===== config.mk =====
export PLATFORM = sky130hd
export DESIGN_NAME = hilotof_status_ctrl
export DESIGN_NICKNAME = d
export VERILOG_FILES = /design/src/rtl/hilotof_status_ctrl.sv
export SDC_FILE = /design/constraint.sdc
export NUM_CORES = 1
export LEC_CHECK = 0
export CAP_MARGIN = 0
export CORE_ASPECT_RATIO = 1.75
export CORE_MARGIN = 2
export CORE_UTILIZATION = 50
export CTS_CLUSTER_DIAMETER = 60
export DETAILED_ROUTE_END_ITERATION = 10
export DONT_BUFFER_PORTS = 1
export PLACE_DENSITY = 0.77
export SKIP_LAST_GASP = 1
export SYNTH_ARGS = -nofsm -noshare
export SYNTH_HDL_FRONTEND = slang
export SYNTH_SLANG_ARGS = --single-unit
export TNS_END_PERCENT = 5

===== constraint.sdc =====
create_clock -name clock -period 22.2 [get_ports clock]
set_input_delay 4.44 -clock clock [delete_from_list [all_inputs] [get_ports clock]]
set_output_delay 4.44 -clock clock [all_outputs]
set_load 0.01 [all_outputs]

===== src/rtl/hilotof_status_ctrl.sv =====
// Board-level housekeeping for HiLoTOF tops: power-on reset stretcher,
// DUT reset combiner with a transaction watchdog, LED pulse stretchers
// and a heartbeat blinker.
module hilotof_status_ctrl #(
  parameter int RESET_CYCLES   = 63,
  parameter int N_CH           = 8,
  parameter int STRETCH_BITS   = 20,
  parameter int HB_BITS        = 26,
  parameter int WDT_CYCLES     = 1000000,
  parameter int WDT_RST_CYCLES = 16,
  parameter bit LED_ACTIVE_LOW = 1'b1
) (
  input  logic            clock,
  input  logic            reset,
  output logic            sys_reset,
  input  logic            dut_reset_req,
  output logic            dut_reset,
  input  logic            txn_start,
  input  logic            txn_done,
  input  logic [N_CH-1:0] status,
  output logic            wdt_timeout,
  output logic [7:0]      wdt_count,
  output logic            heartbeat,
  output logic [N_CH-1:0] led
);

  localparam int RC_W = $clog2(RESET_CYCLES + 1);
  localparam logic [RC_W-1:0] RC_LAST = RC_W'(RESET_CYCLES);

  localparam bit WDT_EN = (WDT_CYCLES > 0);
  localparam int WT_W = (WDT_CYCLES > 1) ? $clog2(WDT_CYCLES) : 1;
  localparam logic [WT_W-1:0] WT_LAST = WT_W'((WDT_CYCLES > 0) ? WDT_CYCLES - 1 : 0);
  localparam int PC_W = (WDT_RST_CYCLES > 1) ? $clog2(WDT_RST_CYCLES) : 1;
  localparam logic [PC_W-1:0] PC_LOAD = PC_W'(WDT_RST_CYCLES - 1);

  localparam logic [N_CH-1:0] LED_OFF = {N_CH{LED_ACTIVE_LOW}};

  typedef enum logic [1:0] {WD_IDLE, WD_BUSY, WD_FIRE} wd_state_t;

  // Timeout counter increments but sticks at its ceiling.
  function automatic logic [7:0] sat_inc8(input logic [7:0] v);
    return (v == 8'hFF) ? v : v + 8'd1;
  endfunction

  logic [RC_W-1:0] rst_cnt;
  logic [RC_W-1:0] rst_cnt_nxt;

  wd_state_t       wd_state, wd_state_nxt;
  logic [WT_W-1:0] wd_timer, wd_timer_nxt;
  logic [PC_W-1:0] wd_pulse, wd_pulse_nxt;
  logic            wd_timeout_nxt;
  logic [7:0]      wd_count_nxt;
  logic            wdt_fire;

  logic [STRETCH_BITS-1:0] str_cnt [N_CH];
  logic [N_CH-1:0]         lit;
  logic [HB_BITS-1:0]      hb_cnt;

  assign rst_cnt_nxt = (rst_cnt != RC_LAST) ? rst_cnt + 1'b1 : rst_cnt;

  // Power-on reset counter; sys_reset is registered from the next count so it drops glitch-free.
  always_ff @(posedge clock or posedge reset) begin
    if (reset) begin
      rst_cnt   <= '0;
      sys_reset <= 1'b1;
    end else begin
      rst_cnt   <= rst_cnt_nxt;
      sys_reset <= (rst_cnt_nxt != RC_LAST);
    end
  end

  // Watchdog state, timer, pulse width and sticky statistics.
  always_ff @(posedge clock or posedge reset) begin
    if (reset) begin
      wd_state    <= WD_IDLE;
      wd_timer    <= '0;
      wd_pulse    <= '0;
      wdt_timeout <= 1'b0;
      wdt_count   <= 8'd0;
    end else begin
      wd_state    <= wd_state_nxt;
      wd_timer    <= wd_timer_nxt;
      wd_pulse    <= wd_pulse_nxt;
      wdt_timeout <= wd_timeout_nxt;
      wdt_count   <= wd_count_nxt;
    end
  end

  // Watchdog next-state: a completed transaction beats a timeout in the same cycle.
  always_comb begin
    wd_state_nxt   = wd_state;
    wd_timer_nxt   = wd_timer;
    wd_pulse_nxt   = wd_pulse;
    wd_timeout_nxt = wdt_timeout;
    wd_count_nxt   = wdt_count;
    if (!WDT_EN || sys_reset || dut_reset_req) begin
      wd_state_nxt = WD_IDLE;
    end else begin
      case (wd_state)
        WD_IDLE: begin
          if (txn_start) begin
            wd_state_nxt = WD_BUSY;
            wd_timer_nxt = '0;
          end
        end
        WD_BUSY: begin
          if (txn_done) begin
            if (txn_start) wd_timer_nxt = '0;
            else           wd_state_nxt = WD_IDLE;
          end else if (wd_timer == WT_LAST) begin
            wd_state_nxt   = WD_FIRE;
            wd_pulse_nxt   = PC_LOAD;
            wd_timeout_nxt = 1'b1;
            wd_count_nxt   = sat_inc8(wdt_count);
          end else begin
            wd_timer_nxt = wd_timer + 1'b1;
          end
        end
        WD_FIRE: begin
          if (wd_pulse == '0) wd_state_nxt = WD_IDLE;
          else                wd_pulse_nxt = wd_pulse - 1'b1;
        end
        default: wd_state_nxt = WD_IDLE;
      endcase
    end
  end

  assign wdt_fire  = (wd_state == WD_FIRE);
  assign dut_reset = sys_reset | dut_reset_req | wdt_fire;

  // Per-channel stretch counters: reload on status, then count down to zero.
  always_ff @(posedge clock or posedge reset) begin
    if (reset) begin
      for (int i = 0; i < N_CH; i++) str_cnt[i] <= '0;
    end else begin
      for (int i = 0; i < N_CH; i++) begin
        if (status[i])            str_cnt[i] <= '1;
        else if (|str_cnt[i])     str_cnt[i] <= str_cnt[i] - 1'b1;
      end
    end
  end

  // A channel is lit while its raw bit is high or its stretch is still running.
  always_comb begin
    lit = '0;
    for (int i = 0; i < N_CH; i++) lit[i] = status[i] | (|str_cnt[i]);
  end

  // Register LED drive with board polarity applied.
  always_ff @(posedge clock or posedge reset) begin
    if (reset) led <= LED_OFF;
    else       led <= lit ^ LED_OFF;
  end

  // Free-running heartbeat counter.
  always_ff @(posedge clock or posedge reset) begin
    if (reset) hb_cnt <= '0;
    else       hb_cnt <= hb_cnt + 1'b1;
  end

  assign heartbeat = hb_cnt[HB_BITS-1];

endmodule


; ---- Word level (Yosys, flattened, before mapping)
; Cells that the tools add are included.
[word_totals]
register_bits = 236
input_bits = 13
output_inout_bits = 20
[op_classes]
addsub = 13
eq_ne = 14
n_mux = 32
n_bitwise = 14
n_reduce_logical = 26
[ops]
columns = op, n
row1 = $mux 20, 19
row2 = $reduce_or 20->1, 8
row3 = $sub 20x1->20 const B, 8
row4 = $pmux 20 s2, 1
row5 = $add 26x1->26 const B, 1
row6 = $add 20x1->20 const B, 1
row7 = $eq 20x20->1 const B, 1
row8 = $reduce_bool 2->1, 10
row9 = $mux 2, 6
row10 = $mux 4, 3
row11 = $ne 6x6->1 const B, 2
row12 = $or 1x1->1, 10
row13 = $reduce_and 5->1, 2
row14 = $add 8x1->8 const B, 1
row15 = $eq 8x8->1 const B, 1
row16 = $ne 4x4->1 const B, 2
row17 = $not 8->8, 1
row18 = $pmux 4 s2, 1
row19 = $reduce_and 4->1, 2
row20 = $add 6x1->6 const B, 1
row21 = $mux 6, 1
row22 = $ne 2x2->1 const B, 3
row23 = $ne 3x3->1 const B, 2
row24 = $pmux 2 s3, 1
row25 = 9 further kinds, 11

; ---- Logic depth before layout (Yosys ltp)
; Gate-level depths: netlist (run 1).
[logic_depth]
depth_word = 5
depth_mapped = 9
ltp_nobuf = 7

; ---- Worst setup path after synthesis (run 1)
; Ideal clock, no wire load.
[synth_timing]
path_type = input to output
start = in dut_reset_req
end = out dut_reset
arrival_time_ps = 4632
required_ps = 17760
path_slack_ps = 13128
stages = 2
path_buffers = 0
path_cell_list = nor2_1 > nand2_1
[synth_between]
elab_chain_cells = 2
[synth_lines]
columns = item, line_no
row1 = "start, declared", 16  ; input logic dut_reset_req,
row2 = $or 1x1->1 (2 in a row), 129  ; assign dut_reset = sys_reset | dut_reset_req | wdt_fire;
row3 = "end, declared", 17  ; output logic dut_reset,
; Every way passes these cells.

; ---- Worst setup path after layout (run 1)
; Same ends and word-level chain as after synthesis.

==> results.json, run 1 <==
{
  "cts_buffers": 23,
  "post_cts_resize_count": 0,
  "min_period_over_period_pct": 41.0,
  "p_leak_uw": 0.00442,
  "num_rows": 75,
  "drc": 0,
  "synth.distinct_cells": 69,
  "met1Wirelength_microns": 9440,
  "vias_per_cell": 5.87,
  "drive_above_1_share_pct": 7.48,
  "totalWireLength_microns": 23500,
  "overflow": 0,
  "tightest_slew_ns": 1.03,
  "holdCritPathClass": "flop to flop",
  "fin_nets": 1263,
  "r2r_cells": 7,
  "start_util_pct": 51.1,
  "status": "completed",
  "first_pass_iters": 5,
  "async_flop_share_pct": 100,
  "worstPathArrival_ns": 4.66,
  "insertion_delay_ns": 0.52,
  "antenna_found_initial": 0,
  "skew_ns": 0.00879,
  "synth_area_leaders": "dfrtp_1 (46%), xor2_1 (5.4%), nand2b_1 (4.8%), xnor2_1 (3.6%), nor4_1 (2.4%)",
  "hold_depth": 1,
  "slowest_delay_ns": 0.11,
  "crit_path_end_kind": "primary output",
  "area_delta_synth_final_pct": 8.09,
  "grt_use_total_pct": 18.8,
  "dieArea_sq_mm": 0.0259,
  "ant_nets": 0,
  "path_buf_inv": 0,
  "power.density_mw_per_mm2": 64.6,
  "cts_tree": "done",
  "highest_layer": "met4",
  "route.met3.wl_microns": 702,
  "peakVddDrop_mv": 0.0500,
  "cp_max_fo": 3,
  "slew_viol_final": 0,
  "crit_path_cell_trace": "nor2_1 > nand2_1",
  "cp_top_family": "simple AND/OR/NAND/NOR gates",
  "via_count": 9110,
  "power.total_uw": 857,
  "setup_slack_ns": 13.10,
  "io_pins": 33,
  "grt_max_degree": 110,
  "path_clk_slew_ns": 0.06,
  "fillers": 2118,
  "syn_area_per_cell_sq_um": 9.92,
  "path_class": "input port to primary output",
  "final.setup.tns_ns": 0,
  "drtIter0Drc": 554,
  "cp-start-kind": "input port",
  "finalCriticalPeriod_ns": 9.10,
  "synthFlopType": "dfrtp_1",
  "portBuffers": 0,
  "die_y_microns": 211,
  "numClockSinks": 236,
  "path_depth": 2,
  "cp_data_required_time_ns": 17.76,
  "slew_headroom_pct": 30.5,
  "num_antenna_cells": 0,
  "synth_fp_nets": 1273,
  "cts_buffer_depth": 3,
  "postCtsHoldBufs": 0,
  "synth-edff-count": 0,
  "grt_first_pass_wirelength_microns": 41400,
  "root_buffer": "clkbuf_16",
  "core_area_sq_mm": 0.0240,
  "finalSetupViolations": 0,
  "htree_levels": 1,
  "seq_area_frac_synth_pct": 48.2,
  "cts_setup_buffers": 0,
  "fmaxAchievable_mhz": 110,
  "routedWlPerCell_microns": 15.2,
  "wl_met2_microns": 12700,
  "grt_pass1_vias": 9285,
  "slowest_stage": "nor2_1",
  "place_hpwl_microns": 15700,
  "max_cap_violations": 0,
  "rsz0062_at_grt": "no",
  "syn_inst": 1238,
  "yosys.area.top_type_share_pct": 46.3,
  "yosys.area.top_type": "dfrtp_1",
  "synth_area_sq_mm": 0.0123,
  "finalHoldViolations": 0,
  "synth.ff_latch_count": 236,
  "die_w_microns": 122,
  "pre_cts_ws_ns": 13.10,
  "routabilityCongestion": 0.876,
  "ys_warn_count": 0
}
==> stage by stage <==
stage               hold slack (ns)  instance area, sq um  instances  util, %
floorplan                     0.414                 12300       1238        -
global placement              0.431                 12500       1511     52.1
detailed placement            0.453                 12500       1511     52.1
CTS                           0.462                 13300       1552     55.3
global route                  0.484                 13300       1552     55.3
finish                        0.458                 13300       1552     55.3
==> cells in the mapped netlist (9+ instances only) <==
cell type  number
dfrtp_1       227
nand2b_1       95
nor2_1         76
xor2_1         76
nand2_1        75
o21ai_0        59
xnor2_1        51
nor4_1         48
nor3_1         44
nand3_1        43
inv_1          40
a21oi_1        36
clkbuf_1       32
nand4_1        32
or3_1          24
or4_1          24
ha_1           22
o31ai_1        19
a31oi_1        14
and3_1         14
nand4b_1       13
nor2b_1        13
or2_2          13
a211oi_1       12
dfstp_2         9
==> sequential cells by signal (all words and copies together) (netlist names) <==
register     flops
hb_cnt          26
led              8
rst_cnt          6
str_cnt        160
sys_reset        1
wd_pulse         4
wd_state         2
wd_timer        20
wdt_count        8
wdt_timeout      1
==> final timing paths <==
kind / start / end / slack, ns
max reg2reg: str_cnt[100]$_DFFE_PP0N_ / str_cnt[108]$_DFFE_PP0N_ / 19.42
max in group asynchronous: reset / str_cnt[16]$_DFFE_PP0N_ / 16.85
min reg2reg: hb_cnt[0]$_DFF_PP0_ / hb_cnt[0]$_DFF_PP0_ / 0.46
max: dut_reset_req / dut_reset / 13.10
min in group asynchronous: reset / str_cnt[147]$_DFFE_PP0N_ / 3.86
min: hb_cnt[0]$_DFF_PP0_ / hb_cnt[0]$_DFF_PP0_ / 0.46
==> logic make-up after synthesis <==
group | Yosys count | synth area share [%]
compound gates | 189 | 9.80
xor+xnor | 127 | 9.06
fa+ha+maj | 22 | 2.24
buf+inv | 78 | 2.60
flops | 236 | 48.2
mux | 11 | 0.948
simple gates | 575 | 27.2
==> cell usage in the layout, fill, tap and decap left out, drive strengths merged, types with 7 or more instances in the layout <==
master / Yosys / final
o21ai: 61 / 61
a211oi: 12 / 12
o21bai: 7 / 7
nand2b: 95 / 95
or3b: 10 / 10
inv: 40 / 40
dfstp: 9 / 9
nand4b: 13 / 13
or3: 26 / 26
nor2: 77 / 77
or4: 25 / 25
a21oi: 36 / 36
xor2: 76 / 76
and3: 16 / 16
o31ai: 19 / 19
xnor2: 51 / 51
clkbuf: 33 / 32
nand3b: 8 / 8
o31a: 8 / 8
nand2: 75 / 75
a31oi: 14 / 14
nand4: 32 / 32
nand3: 44 / 44
ha: 22 / 22
dfrtp: 227 / 227
nor2b: 13 / 13
or2: 15 / 15
nor4: 50 / 50
o211ai: 7 / 7
nor3: 47 / 47
==> where the power goes <==
part	total, uW	internal, uW	leakage [uW]	switching (uW)
Clock	393	228	0.000370	166
Sequential	438	434	0.00242	3.91
Combinational	25.9	9.48	0.00163	16.4
==> per-layer routing <==
metal	global-route usage [%]	vias to the layer above
met5	0	-
met4	7.73	0
met3	2.61	54
met2	35.2	142
met1	21.0	4499
li1	-	4415
==> final cells by class <==
type                       instances  area, sq um  share of cell area [%]
multi-input combinational        924         6040                    45.5
sequential                       236         5920                    44.6
clock buffer                      32          649                    4.89
tap                              308          385                    2.90
inverter                          40          158                    1.19
clock inverter                     9         97.6                   0.735
timing repair buffer               3         22.5                   0.170
Note: power is estimated with default switching activity, not from simulation.
==> run 2, diff against run 1 <==
--- a/config.mk
+++ b/config.mk
@@ -12,7 +12,7 @@
 export CTS_CLUSTER_DIAMETER = 60
 export DETAILED_ROUTE_END_ITERATION = 10
 export DONT_BUFFER_PORTS = 1
-export PLACE_DENSITY = 0.77
+export PLACE_DENSITY = 0.8
 export SKIP_LAST_GASP = 1
 export SYNTH_ARGS = -nofsm -noshare
 export SYNTH_HDL_FRONTEND = slang
==> constraint.sdc (replaced) <==
create_clock -name clock -period 7.9 [get_ports clock]
set_input_delay 1.58 -clock clock [delete_from_list [all_inputs] [get_ports clock]]
set_output_delay 1.58 -clock clock [all_outputs]
set_load 0.01 [all_outputs]
==> results.json, run 2 (synthesis results as in run 1) <==
{
  "num_rows": 75,
  "via_count": 9057,
  "drtIter0Drc": 426,
  "ff2ff_setup_slack_ns": 4.96,
  "portBuffers": 0,
  "drive_above_1_share_pct": 7.56,
  "routabilityCongestion": 0.823,
  "rsz0062_at_grt": "no",
  "path_clk_slew_ns": 0.06,
  "finalSetupViolations": 0,
  "die_y_microns": 211,
  "start_util_pct": 51.1,
  "num_antenna_cells": 0,
  "insertion_delay_ns": 0.53,
  "cts_setup_buffers": 0,
  "htree_levels": 1,
  "status": "completed",
  "grt_first_pass_wirelength_microns": 40500,
  "top_register": "str_cnt",
  "ant_nets": 0,
  "finalHoldViolations": 0,
  "peakVddDrop_mv": 0.136,
  "layout_common_cells": "dfrtp_1 (227), nand2b_1 (95), nor2_1 (76), xor2_1 (76), nand2_1 (75)",
  "grt_max_degree": 75,
  "r2r_cells": 5,
  "cts_buffers": 23,
  "io_pins": 33,
  "slew_headroom_pct": 24.4,
  "antenna_found_initial": 0,
  "routedWlPerCell_microns": 14.8,
  "final.setup.tns_ns": 0,
  "max_cap_violations": 0,
  "crit_path_end_kind": "primary output",
  "fillers": 2120,
  "root_buffer": "clkbuf_16",
  "p_leak_uw": 0.00443,
  "dieArea_sq_mm": 0.0259,
  "crit_path_cell_trace": "nor2_1 > nand2_1",
  "hold_depth": 1,
  "post_cts_resize_count": 0,
  "core_area_sq_mm": 0.0240,
  "die_w_microns": 122,
  "drc": 0,
  "hold_start": "hb_cnt[0]$_DFF_PP0_",
  "slowest_delay_ns": 0.11,
  "fmaxAchievable_mhz": 297,
  "numClockSinks": 236,
  "finalCriticalPeriod_ns": 3.37,
  "fin_nets": 1263,
  "mostFrequentLayoutCell": "dfrtp_1",
  "cts_buffer_depth": 3,
  "slew_viol_final": 0,
  "skew_ns": 0.0152,
  "fin_area_sq_mm": 0.0133,
  "rr_startpoint": "str_cnt[46]$_DFFE_PP0N_",
  "area_delta_synth_final_pct": 8.26,
  "vias_per_cell": 5.84,
  "grt_pass1_vias": 9133,
  "cp_max_fo": 3,
  "power.density_mw_per_mm2": 183,
  "slowest_stage": "nand2_1",
  "worstPathArrival_ns": 1.79,
  "path_class": "input port to primary output",
  "largest_reg_flops": 160,
  "path_buf_inv": 0,
  "cts_tree": "done",
  "min_to": "hb_cnt[0]$_DFF_PP0_",
  "cp-start-kind": "input port",
  "tightest_slew_ns": 1.12,
  "totalWireLength_microns": 23000,
  "first_pass_iters": 6,
  "min_period_over_period_pct": 42.7,
  "placed_cell_area_sq_mm": 0.0125,
  "grt_use_total_pct": 18.5,
  "holdCritPathClass": "flop to flop",
  "place_hpwl_microns": 15500,
  "postCtsHoldBufs": 0,
  "reg2reg_to": "str_cnt[47]$_DFFE_PP0N_",
  "reg_top3": "str_cnt x160, hb_cnt x26, wd_timer x20",
  "overflow": 0,
  "cp_data_required_time_ns": 6.32,
  "cp_top_family": "simple AND/OR/NAND/NOR gates"
}
[run 2: changes by cell type in the layout (fill, tap and decap cells not counted), sizes merged]
cell,delta
inv,+1
clkinvlp,+1
clkinv,-3
[run 2: layout make-up]
type                            instances  area (sq um)  area share, %
Clock buffer                           32           669           5.03
Tap cell                              308           385           2.90
Sequential cell                       236          5920           44.5
Multi-Input combinational cell        924          6040           45.5
Timing Repair Buffer                    3          22.5          0.169
Clock inverter                          8           103          0.772
Inverter                               40           154           1.16
[run 2: report_power, final]
part,switching [uW],internal (uW),total (uW)
clock,467,658,1130
sequential,10.8,1220,1230
combinational,45.3,26.7,72.0
[run 2: per-stage QoR]
step                      worst slack, ns  power, uW  util (%)  instances  hold WS (ns)
final                                4.53       2430      55.3       1551         0.448
after detailed placement             4.16       1330      52.1       1511         0.436
after floorplan                      3.24       1320         -       1238         0.414
after global routing                 4.49       2520      55.3       1551         0.485
after global placement               4.29       1320      52.1       1511         0.428
after CTS                            4.53       2460      55.3       1551         0.446
[run 2: worst max-delay path by stage]
stage | from | endpoint | slack (ns) | cells past startpoint
after floorplan | reset | hb_cnt[0]$_DFF_PP0_ | 3.24 | 1
after global placement | txn_done | wd_timer[19]$_DFFE_PP0P_ | 4.29 | 5
after detailed placement | txn_done | wd_timer[19]$_DFFE_PP0P_ | 4.16 | 5
after CTS | dut_reset_req | dut_reset | 4.53 | 2
after global routing | dut_reset_req | dut_reset | 4.49 | 2
final | dut_reset_req | dut_reset | 4.53 | 2
[run 2: per-layer routing]
metal / vias to the layer above / GRT usage, % / routed length (microns)
met4: 0 / 7.61 / 629
met3: 47 / 2.37 / 669
met5: - / 0 / 0
li1: 4429 / - / -
met2: 130 / 33.8 / 12400
met1: 4451 / 21.4 / 9320
[run 2: worst register-to-register path, cell delays in order, from the launching register on]
cell,delay (ns)
dfrtp_1,0.43
or4_1,0.61
nor4_2,0.78
a211o_1,0.48
nor3_1,0.08
or3b_2,0.44
==> run 3, diff against run 2 <==
--- a/config.mk
+++ b/config.mk
@@ -12,7 +12,7 @@
 export CTS_CLUSTER_DIAMETER = 60
 export DETAILED_ROUTE_END_ITERATION = 10
 export DONT_BUFFER_PORTS = 1
-export PLACE_DENSITY = 0.8
+export PLACE_DENSITY = 0.77
 export SKIP_LAST_GASP = 1
 export SYNTH_ARGS = -nofsm -noshare
 export SYNTH_HDL_FRONTEND = slang
==> constraint.sdc (replaced) <==
create_clock -name clock -period 3.5 [get_ports clock]
set_input_delay 0.7 -clock clock [delete_from_list [all_inputs] [get_ports clock]]
set_output_delay 0.7 -clock clock [all_outputs]
set_load 0.01 [all_outputs]
==> results.json, run 3 (synthesis results as in run 1) <==
{
  "die_y_microns": 211,
  "overflow": 0,
  "finalHoldViolations": 0,
  "die_w_microns": 122,
  "post_cts_resize_count": 0,
  "status": "completed",
  "fin_nets": 1276,
  "grt_max_degree": 78,
  "portBuffers": 0,
  "largest_reg_flops": 160,
  "fillers": 2149,
  "via_count": 9127,
  "vias_per_cell": 5.82,
  "routedWlPerCell_microns": 15.0,
  "place_hpwl_microns": 16100,
  "mostFrequentLayoutCell": "dfrtp_1",
  "grt_first_pass_wirelength_microns": 41200,
  "grt_use_total_pct": 18.9,
  "drc": 0,
  "dieArea_sq_mm": 0.0259,
  "p_leak_uw": 0.00452,
  "power.density_mw_per_mm2": 413,
  "insertion_delay_ns": 0.52,
  "grt_pass1_vias": 9264,
  "fmaxAchievable_mhz": 375,
  "peakVddDrop_mv": 0.324,
  "finalCriticalPeriod_ns": 2.67,
  "cp_max_fo": 6,
  "holdCritPathClass": "input port to async pin",
  "area_delta_synth_final_pct": 9.60,
  "power.total_uw": 5560,
  "core_area_sq_mm": 0.0240,
  "root_buffer": "clkbuf_16",
  "num_antenna_cells": 0,
  "slew_viol_final": 0,
  "first_pass_iters": 5,
  "rr_startpoint": "str_cnt[100]$_DFFE_PP0N_",
  "totalWireLength_microns": 23500,
  "crit_path_end_kind": "flop",
  "max_cap_violations": 0,
  "min_period_over_period_pct": 76.2,
  "skew_ns": 0.0112,
  "drtIter0Drc": 397,
  "cp_data_required_time_ns": 3.90,
  "worstPathArrival_ns": 3.07,
  "reg_top3": "str_cnt x160, hb_cnt x26, wd_timer x20",
  "path_clk_slew_ns": 0.07,
  "path_class": "flop to flop",
  "io_pins": 33,
  "cts_setup_buffers": 0,
  "slew_headroom_pct": 31.4,
  "ant_nets": 0,
  "top_register": "str_cnt",
  "htree_levels": 1,
  "setup.worst_path.start": "str_cnt[100]$_DFFE_PP0N_",
  "start_util_pct": 51.1,
  "routabilityCongestion": 0.855,
  "numClockSinks": 236,
  "endpoint": "str_cnt[108]$_DFFE_PP0N_",
  "cts_tree": "done",
  "rsz0062_at_grt": "no",
  "r2r_cells": 7,
  "reg2reg_to": "str_cnt[108]$_DFFE_PP0N_",
  "cts_buffers": 24,
  "ff2ff_setup_slack_ns": 0.83,
  "postCtsHoldBufs": 0,
  "num_rows": 75,
  "antenna_found_initial": 0,
  "hold_slack_ns": 0.0704,
  "tightest_slew_ns": 1.02,
  "cts_buffer_depth": 3,
  "finalSetupViolations": 0,
  "cp-start-kind": "flop",
  "layout_common_cells": "dfrtp_1 (227), nand2b_1 (95), nor2_1 (76), xor2_1 (76), nand2_1 (75)",
  "drive_above_1_share_pct": 8.50
}
run 3: routing by layer:
| metal | up-vias | wire length (microns) | global-route usage [%] |
|---|---|---|---|
| li1 | 4448 | - | - |
| met1 | 4510 | 9460 | 21.4 |
| met2 | 129 | 12800 | 35.4 |
| met3 | 40 | 665 | 2.37 |
| met4 | 0 | 545 | 7.06 |
| met5 | - | 0 | 0 |
run 3: area by class of cell:
class / count / area [sq um] / share of cell area [%]
timing repair buffer: 15 / 150 / 1.12
multi-input combinational: 924 / 6040 / 44.9
clock buffer: 38 / 744 / 5.53
sequential: 236 / 5920 / 44.0
inverter: 40 / 154 / 1.14
clock inverter: 6 / 63.8 / 0.474
tap: 308 / 385 / 2.86
run 3: where the power goes:
part           total (uW)  internal (uW)  switching (uW)  leakage [uW]
clock network        2610           1540            1070      0.000398
logic                 174           68.3             105       0.00170
registers            2780           2750            24.6       0.00242
total                5560           4360            1200       0.00452
run 3: how the worst min path moves through the flow:
stage | from | endpoint | slack [ns] | cells after the start
after floorplan | hb_cnt[0]$_DFF_PP0_ | hb_cnt[0]$_DFF_PP0_ | 0.41 | 1
after global placement | hb_cnt[0]$_DFF_PP0_ | hb_cnt[0]$_DFF_PP0_ | 0.43 | 1
after detailed placement | hb_cnt[0]$_DFF_PP0_ | hb_cnt[0]$_DFF_PP0_ | 0.44 | 1
after CTS | reset | str_cnt[84]$_DFFE_PP0N_ | 0.06 | 1
after global routing | reset | str_cnt[84]$_DFFE_PP0N_ | 0.09 | 1
final | reset | str_cnt[84]$_DFFE_PP0N_ | 0.07 | 1
run 3: through the flow:
step	instance area [sq um]	worst slack, ns	TNS, ns	util [%]	cells
floorplan	12300	-0.285	-64.59	-	1238
global placement	12700	0.933	0	52.7	1523
detailed placement	12700	0.828	0	52.7	1523
CTS	13500	0.813	0	56.0	1567
global route	13500	0.671	0	56.0	1567
finish	13500	0.834	0	56.0	1567
run 3: worst max-delay path: stages (launching register included):
cell and delay [ns]:
dfrtp_1 0.40, inv_1 0.12, ha_1 0.17, or3b_2 0.48
nor3_1 0.46, o21ai_0 0.31, o31a_1 0.30, or3_1 0.31
